==> src/rtl/tdma_nd_midend_if.sv <==
// Job-side and burst-side handshake bundle of the N-dimensional DMA midend.
// The master side issues jobs and accepts bursts; the slave side is the midend.
interface tdma_nd_midend_if #(
    parameter int unsigned NumDims   = 4,
    parameter int unsigned AddrWidth = 64,
    parameter int unsigned LenWidth  = 32,
    parameter int unsigned RepWidth  = 32
);
    // ND job request
    logic                                  nd_valid_i;
    logic                                  nd_ready_o;
    logic [LenWidth-1:0]                   nd_len_i;
    logic [AddrWidth-1:0]                  nd_src_addr_i;
    logic [AddrWidth-1:0]                  nd_dst_addr_i;
    logic [NumDims-2:0][RepWidth-1:0]      nd_reps_i;
    logic [NumDims-2:0][AddrWidth-1:0]     nd_src_strides_i;
    logic [NumDims-2:0][AddrWidth-1:0]     nd_dst_strides_i;

    // 1D burst stream
    logic                                  burst_valid_o;
    logic                                  burst_ready_i;
    logic [AddrWidth-1:0]                  burst_src_addr_o;
    logic [AddrWidth-1:0]                  burst_dst_addr_o;
    logic [LenWidth-1:0]                   burst_len_o;
    logic                                  burst_last_o;

    // Status
    logic                                  done_o;
    logic                                  busy_o;

    modport master (
        output nd_valid_i, nd_len_i, nd_src_addr_i, nd_dst_addr_i,
               nd_reps_i, nd_src_strides_i, nd_dst_strides_i, burst_ready_i,
        input  nd_ready_o, burst_valid_o, burst_src_addr_o, burst_dst_addr_o,
               burst_len_o, burst_last_o, done_o, busy_o
    );

    modport slave (
        input  nd_valid_i, nd_len_i, nd_src_addr_i, nd_dst_addr_i,
               nd_reps_i, nd_src_strides_i, nd_dst_strides_i, burst_ready_i,
        output nd_ready_o, burst_valid_o, burst_src_addr_o, burst_dst_addr_o,
               burst_len_o, burst_last_o, done_o, busy_o
    );
endinterface

==> src/rtl/tdma_nd_midend.sv <==
// N-dimensional DMA midend: expands one ND job into a stream of 1D bursts in
// odometer order (dim 2 fastest). Addresses are kept per nesting level so a
// roll-over only adds one stride and copies it down; no multipliers needed.
module tdma_nd_midend #(
    parameter int unsigned NumDims   = 4,
    parameter int unsigned AddrWidth = 64,
    parameter int unsigned LenWidth  = 32,
    parameter int unsigned RepWidth  = 32
) (
    input  logic            clk_i,
    input  logic            rst_i,
    tdma_nd_midend_if.slave bus
);
    localparam int OuterDims = int'(NumDims) - 1;

    localparam logic [0:0] ST_IDLE = 1'b0;
    localparam logic [0:0] ST_EMIT = 1'b1;

    logic [0:0]                          state_q;
    logic [LenWidth-1:0]                 len_q;
    logic                                done_q;
    logic [OuterDims-1:0][RepWidth-1:0]  cnt_q;
    logic [OuterDims-1:0][RepWidth-1:0]  max_q;
    logic [OuterDims-1:0][AddrWidth-1:0] src_stride_q;
    logic [OuterDims-1:0][AddrWidth-1:0] dst_stride_q;
    // Level k holds base + sum over j >= k of i_j * stride_j; level 0 is the output.
    logic [OuterDims-1:0][AddrWidth-1:0] src_lvl_q;
    logic [OuterDims-1:0][AddrWidth-1:0] dst_lvl_q;

    logic [OuterDims-1:0]                at_max;
    logic [OuterDims-1:0]                adv;
    logic [OuterDims-1:0]                wrap;
    logic                                carry;
    logic                                all_max;
    logic [AddrWidth-1:0]                src_run;
    logic [AddrWidth-1:0]                dst_run;
    logic [OuterDims-1:0][AddrWidth-1:0] src_lvl_d;
    logic [OuterDims-1:0][AddrWidth-1:0] dst_lvl_d;

    // Odometer carry chain and next per-level addresses for the next burst.
    always_comb begin
        // NOTE: every variable gets a default first so no path infers a latch.
        carry     = 1'b1;
        at_max    = '0;
        adv       = '0;
        wrap      = '0;
        src_run   = '0;
        dst_run   = '0;
        src_lvl_d = src_lvl_q;
        dst_lvl_d = dst_lvl_q;
        for (int k = 0; k < OuterDims; k++) begin
            at_max[k] = (cnt_q[k] == max_q[k]);
            adv[k]    = carry & ~at_max[k];
            wrap[k]   = carry & at_max[k];
            carry     = carry & at_max[k];
        end
        all_max = carry;
        // Walk top-down so a wrapped level picks up the advanced level above it.
        for (int k = OuterDims - 1; k >= 0; k--) begin
            if (adv[k]) begin
                src_lvl_d[k] = src_lvl_q[k] + src_stride_q[k];
                dst_lvl_d[k] = dst_lvl_q[k] + dst_stride_q[k];
                src_run      = src_lvl_d[k];
                dst_run      = dst_lvl_d[k];
            end else if (wrap[k]) begin
                src_lvl_d[k] = src_run;
                dst_lvl_d[k] = dst_run;
            end
        end
    end

    // Job acceptance, burst sequencing and the completion pulse.
    always_ff @(posedge clk_i) begin
        // NOTE: state is updated with non-blocking assignments only.
        if (rst_i) begin
            state_q      <= ST_IDLE;
            len_q        <= '0;
            done_q       <= 1'b0;
            cnt_q        <= '0;
            max_q        <= '0;
            src_stride_q <= '0;
            dst_stride_q <= '0;
            src_lvl_q    <= '0;
            dst_lvl_q    <= '0;
        end else begin
            done_q <= 1'b0;
            if (state_q == ST_IDLE) begin
                if (bus.nd_valid_i) begin
                    len_q        <= bus.nd_len_i;
                    src_stride_q <= bus.nd_src_strides_i;
                    dst_stride_q <= bus.nd_dst_strides_i;
                    for (int k = 0; k < OuterDims; k++) begin
                        // Reps of 0 and 1 both mean a single iteration.
                        max_q[k]     <= (bus.nd_reps_i[k] > RepWidth'(1))
                                        ? bus.nd_reps_i[k] - RepWidth'(1) : '0;
                        cnt_q[k]     <= '0;
                        src_lvl_q[k] <= bus.nd_src_addr_i;
                        dst_lvl_q[k] <= bus.nd_dst_addr_i;
                    end
                    if (bus.nd_len_i != '0) begin
                        state_q <= ST_EMIT;
                    end else begin
                        done_q  <= 1'b1;
                    end
                end
            end else if (bus.burst_ready_i) begin
                if (all_max) begin
                    state_q <= ST_IDLE;
                    done_q  <= 1'b1;
                end else begin
                    for (int k = 0; k < OuterDims; k++) begin
                        if (adv[k]) begin
                            cnt_q[k] <= cnt_q[k] + RepWidth'(1);
                        end else if (wrap[k]) begin
                            cnt_q[k] <= '0;
                        end
                    end
                    src_lvl_q <= src_lvl_d;
                    dst_lvl_q <= dst_lvl_d;
                end
            end
        end
    end

    assign bus.nd_ready_o       = (state_q == ST_IDLE);
    assign bus.busy_o           = (state_q == ST_EMIT);
    assign bus.burst_valid_o    = (state_q == ST_EMIT);
    assign bus.burst_last_o     = (state_q == ST_EMIT) && all_max;
    assign bus.burst_src_addr_o = src_lvl_q[0];
    assign bus.burst_dst_addr_o = dst_lvl_q[0];
    assign bus.burst_len_o      = len_q;
    assign bus.done_o           = done_q;
endmodule
==> src/flat_wrapper.sv <==
// flat-port wrapper written by rule: the top's interface ports become plain ports
module tdma_nd_midend_flat 
#(
    parameter int unsigned NumDims   = 4,
    parameter int unsigned AddrWidth = 64,
    parameter int unsigned LenWidth  = 32,
    parameter int unsigned RepWidth  = 32
)
  (clk_i, rst_i, bus_nd_valid_i, bus_nd_len_i, bus_nd_src_addr_i, bus_nd_dst_addr_i, bus_nd_reps_i, bus_nd_src_strides_i, bus_nd_dst_strides_i, bus_burst_ready_i, bus_nd_ready_o, bus_burst_valid_o, bus_burst_src_addr_o, bus_burst_dst_addr_o, bus_burst_len_o, bus_burst_last_o, bus_done_o, bus_busy_o);
  tdma_nd_midend_if #(.NumDims(NumDims), .AddrWidth(AddrWidth), .LenWidth(LenWidth), .RepWidth(RepWidth)) bus_i ();
  input  logic clk_i;
  input  logic rst_i;
  input wire logic [$bits(bus_i.nd_valid_i)-1:0] bus_nd_valid_i;
  input wire logic [$bits(bus_i.nd_len_i)-1:0] bus_nd_len_i;
  input wire logic [$bits(bus_i.nd_src_addr_i)-1:0] bus_nd_src_addr_i;
  input wire logic [$bits(bus_i.nd_dst_addr_i)-1:0] bus_nd_dst_addr_i;
  input wire logic [$bits(bus_i.nd_reps_i)-1:0] bus_nd_reps_i;
  input wire logic [$bits(bus_i.nd_src_strides_i)-1:0] bus_nd_src_strides_i;
  input wire logic [$bits(bus_i.nd_dst_strides_i)-1:0] bus_nd_dst_strides_i;
  input wire logic [$bits(bus_i.burst_ready_i)-1:0] bus_burst_ready_i;
  output wire logic [$bits(bus_i.nd_ready_o)-1:0] bus_nd_ready_o;
  output wire logic [$bits(bus_i.burst_valid_o)-1:0] bus_burst_valid_o;
  output wire logic [$bits(bus_i.burst_src_addr_o)-1:0] bus_burst_src_addr_o;
  output wire logic [$bits(bus_i.burst_dst_addr_o)-1:0] bus_burst_dst_addr_o;
  output wire logic [$bits(bus_i.burst_len_o)-1:0] bus_burst_len_o;
  output wire logic [$bits(bus_i.burst_last_o)-1:0] bus_burst_last_o;
  output wire logic [$bits(bus_i.done_o)-1:0] bus_done_o;
  output wire logic [$bits(bus_i.busy_o)-1:0] bus_busy_o;
  assign bus_i.nd_valid_i = bus_nd_valid_i;
  assign bus_i.nd_len_i = bus_nd_len_i;
  assign bus_i.nd_src_addr_i = bus_nd_src_addr_i;
  assign bus_i.nd_dst_addr_i = bus_nd_dst_addr_i;
  assign bus_i.nd_reps_i = bus_nd_reps_i;
  assign bus_i.nd_src_strides_i = bus_nd_src_strides_i;
  assign bus_i.nd_dst_strides_i = bus_nd_dst_strides_i;
  assign bus_i.burst_ready_i = bus_burst_ready_i;
  assign bus_nd_ready_o = bus_i.nd_ready_o;
  assign bus_burst_valid_o = bus_i.burst_valid_o;
  assign bus_burst_src_addr_o = bus_i.burst_src_addr_o;
  assign bus_burst_dst_addr_o = bus_i.burst_dst_addr_o;
  assign bus_burst_len_o = bus_i.burst_len_o;
  assign bus_burst_last_o = bus_i.burst_last_o;
  assign bus_done_o = bus_i.done_o;
  assign bus_busy_o = bus_i.busy_o;
  tdma_nd_midend #(.NumDims(NumDims), .AddrWidth(AddrWidth), .LenWidth(LenWidth), .RepWidth(RepWidth)) u_core (.clk_i(clk_i), .rst_i(rst_i), .bus(bus_i));
endmodule
==> config.mk <==
export PLATFORM = sky130hd
export DESIGN_NAME = tdma_nd_midend_flat
export DESIGN_NICKNAME = d
export VERILOG_FILES = /design/src/rtl/tdma_nd_midend_if.sv /design/src/rtl/tdma_nd_midend.sv /design/src/flat_wrapper.sv
export SDC_FILE = /design/constraint.sdc
export NUM_CORES = 2
export LEC_CHECK = 0
export ABC_CLOCK_PERIOD_IN_PS = 5100
export CORE_MARGIN = 2
export CORE_UTILIZATION = 55
export DETAILED_ROUTE_END_ITERATION = 6
export HOLD_SLACK_MARGIN = 0.02
export PLACE_DENSITY = 0.79
export SLEW_MARGIN = 40
export SYNTH_ARGS = -nofsm -noshare
export SYNTH_HDL_FRONTEND = slang
export SYNTH_SLANG_ARGS = --single-unit
==> constraint.sdc <==
create_clock -name clk_i -period 5.1 [get_ports clk_i]
set_clock_uncertainty 0.2 [all_clocks]
set_input_delay 1.02 -clock clk_i [delete_from_list [all_inputs] [get_ports clk_i]]
set_output_delay 1.02 -clock clk_i [all_outputs]
set_load 0.005 [all_outputs]
==> results.md <==
* Num rows at about 130
* Worst Tran Pin Value at approximately 1100 ps
* WL met3 at 24,500 um
* Synth Area in Simple Gates at 0.206
* Crit path max-delay family: simple AND/OR/NAND/NOR gates
* Hpwl dp at 217,000 um
* Hold_ws at 255 ps
* Vias in the first global route at 65,800
* Initial DRC Count at 6,924
* Slowest cell on the critical path: clkdlybuf4s50_1
* Pleak at 31.0 nW
* Syn. warnings at 0
* Drt first pass iters at 7
* Hold-fix buffers, CTS at 0
* EDFF count, synth at 0
* Max layer used: met5
* Post-synthesis adder-cell area fraction at 0.0769
* Most common cell after layout, fill and taps aside: nand2_1
* Initial Util at 0.555
* Final #Nets at 10,000
* Die area at 0.120 mm2
* # IOs at 809
* Final Hold Vio Count at 0
* Remaining Overflow, GRT at 0
* Fmax at 203 MHz
* Yosys cell types at 117
* First-pass GRT wire length at 408,000 um
* Horiz. Die Dim at 346 um
* H-tree depth at 3
* Residual DRC at 4
* Crit end category: output pin
* ANT nets after route at 0
* CTS Buffer Depth at 3
* Final Slew Violations at 0
* Fraction of layout cells with a size suffix above 1 at 0.0453
* CTS Buf Count at 107
* Area Overhead vs Synth at 18.5%
* Placer Congestion at 1.04
* WL/cell at between 20 and 30 um
* Most frequent cells in the layout: nand2_1 (1,480), a21oi_1 (1,152), dfxtp_1 (993), clkdlybuf4s50_1 (807), nor2_1 (643)
* Initial antenna violation count at 28
* Fraction of registers with async set/reset at 0
* CTS tree: done
* Syn nets at 9,661
* Post-synthesis mux area share at 0.0105
* Max cap viols at 0
* Metal-1 WL at slightly above 100,000 um
* Critical path required time at 3880 ps
* Global Route Usage Sum at 0.445
* Fin util at 0.658
* Xor and xnor fraction of the mapped netlist area at 0.0807
* Clk pin slew, worst setup/hold paths at 70 ps
* Hold crit path type: register to register
* Worst path buffer plus inverter count at 2
* CP Cell Sequence: xor2_1 > nor4_1 > nand4_1 > nor2_1 > buf_4 > nand3_1 > nor2_1 > clkdlybuf4s50_1
* Critical path launch point type: register
* Largest net degree at the start of global routing at 205
* Status: complete, but fails checks
* RSZ-0062 raised after global routing: no
* Post-CTS setup buffer count at 0
* Final-report setup violation count at 0
* Primary FF master, synth: dfxtp_1
* TNS Setup at 0 ps
* Vias at 68,400
* Clk sinks at 994
* Syn Area/Cell at roughly 7.5 um2
* DRT Wirelength at 280,000 um
* Area of the mapped netlist at 0.0645 mm2
* Clock Latency Late Sink at 760 ps
* Critical path class: register to output pin
* Sequential area share after synthesis at 0.308
* Rel. slew slack at 0.243
* Cells after Synth at 8,624
* CP arrival at 3710 ps
* Fin crit share at 0.967
* Port buffer count at 808
* Core area at roughly 0.12 mm2
* FF+latch count, synth at ~1,000
* Die H at around 350 um
* VDD IR-drop max at 273 uV
* Vias per inst at 6.45
* CTS root buffer: clkbuf_16
* Compound-Gate Fraction of Synth Area at 0.261
* Most common cell on crit path: nor2_1
* Worst path max stage delay at 720 ps
* Largest family of logic cells by synthesized area: compound AO/OA/AOI/OAI gates
* Resize count post-CTS at 0
* WL met2 at 126,000 um
* Failing checks: DRC
* Post-layout min period at 4930 ps
* Crit path max fanout at 5
* Pwr dens at 291 mW/mm2
worst paths after layout:
| check | start | endpoint | slack (ps) | cells after the start |
|---|---|---|---|---|
| max | u_core.cnt_q[65] | bus_burst_last_o | 170 | 8 |
| min | u_core.bus.burst_len_o[4] | u_core.bus.burst_len_o[4] | 250 | 2 |
| max reg2reg | u_core.cnt_q[65] | u_core.dst_lvl_q[130] | 310 | 13 |
| min reg2reg | u_core.bus.burst_len_o[4] | u_core.bus.burst_len_o[4] | 250 | 2 |
cell usage after synthesis, drive strengths merged, types with 23 or more instances:
master	n	share of area
a31oi	82	0.0080
nor2	650	0.038
inv	128	0.0074
a21oi	1156	0.090
or2	31	0.0030
o21ai	585	0.045
nand2b	23	0.0022
a21boi	28	0.0033
dfxtp	994	0.31
o211ai	37	0.0043
mux2i	63	0.0098
nand3	135	0.011
ha	387	0.075
xor2	273	0.037
clkbuf	479	0.028
and2	31	0.0030
and3	84	0.0082
o21a	40	0.0047
a221o	23	0.0036
nand2	1487	0.087
a21o	229	0.027
buf	194	0.020
o21bai	84	0.0098
a211oi	162	0.019
nor3	144	0.011
xnor2	319	0.043
nor4	71	0.0072
nand4	151	0.015
a221oi	78	0.011
o31ai	33	0.0041
or3	55	0.0054
nor2b	79	0.0077
o22ai	42	0.0041
metal layers:
| layer | vias to the layer above | global-route usage |
|---|---|---|
| met4 | 14 | 0.375 |
| met3 | 1010 | 0.0946 |
| met2 | 3619 | 0.720 |
| met5 | - | 0 |
| li1 | 31300 | - |
| met1 | 32500 | 0.502 |
report_power, final:
group | total [mW] | internal [mW] | switching [mW]
combinational | 5.27 | 2.03 | 3.24
sequential | 8.73 | 8.27 | 0.460
clock | 8.29 | 4.75 | 3.53
stage by stage:
| step | area [um2] | power [mW] | cells | worst slack [ps] |
|---|---|---|---|---|
| 2_1_floorplan | 64500 | 11.8 | 8624 | 1430 |
| 3_3_place_gp | 72600 | 13.9 | 10400 | 214 |
| 3_5_place_dp | 72700 | 14.0 | 10400 | 324 |
| 4_1_cts | 76300 | 22.1 | 10600 | 252 |
| 5_1_grt | 76500 | 22.9 | 10600 | 84.4 |
| 6_report | 76500 | 22.3 | 10600 | 170 |
tightest hold or removal path: stages, from the launching register on:
cell     delay [ps]
dfxtp_1         310
nand2_1          50
a21oi_1          50
cell families after synthesis:
group / count (synthesis)
buf+inv: 803
xor+xnor: 593
mux: 67
compound gates: 2769
simple gates: 3005
flops: 994
fa+ha+maj: 393
flip-flops by register name, indices dropped and copies added (netlist names):
name and cells:
u_core.src_stride_q 192, u_core.bus.done_o 1, u_core.cnt_q 96, u_core.bus.burst_src_addr_o 64, u_core.bus.burst_valid_o 1, u_core.bus.burst_len_o 32
u_core.dst_lvl_q 128, u_core.src_lvl_q 128, u_core.max_q 96, u_core.dst_stride_q 192, u_core.bus.burst_dst_addr_o 64
area by class of cell:
class,count,area [um2]
sequential,994,19900
timing repair buffer,939,9380
clock buffer,146,2990
fill,9948,39700
inverter,128,485
clock inverter,44,637
antenna,16,40.0
multi-input combinational,6827,41100
tap,1524,1910
(Power assumes the default switching activity.)
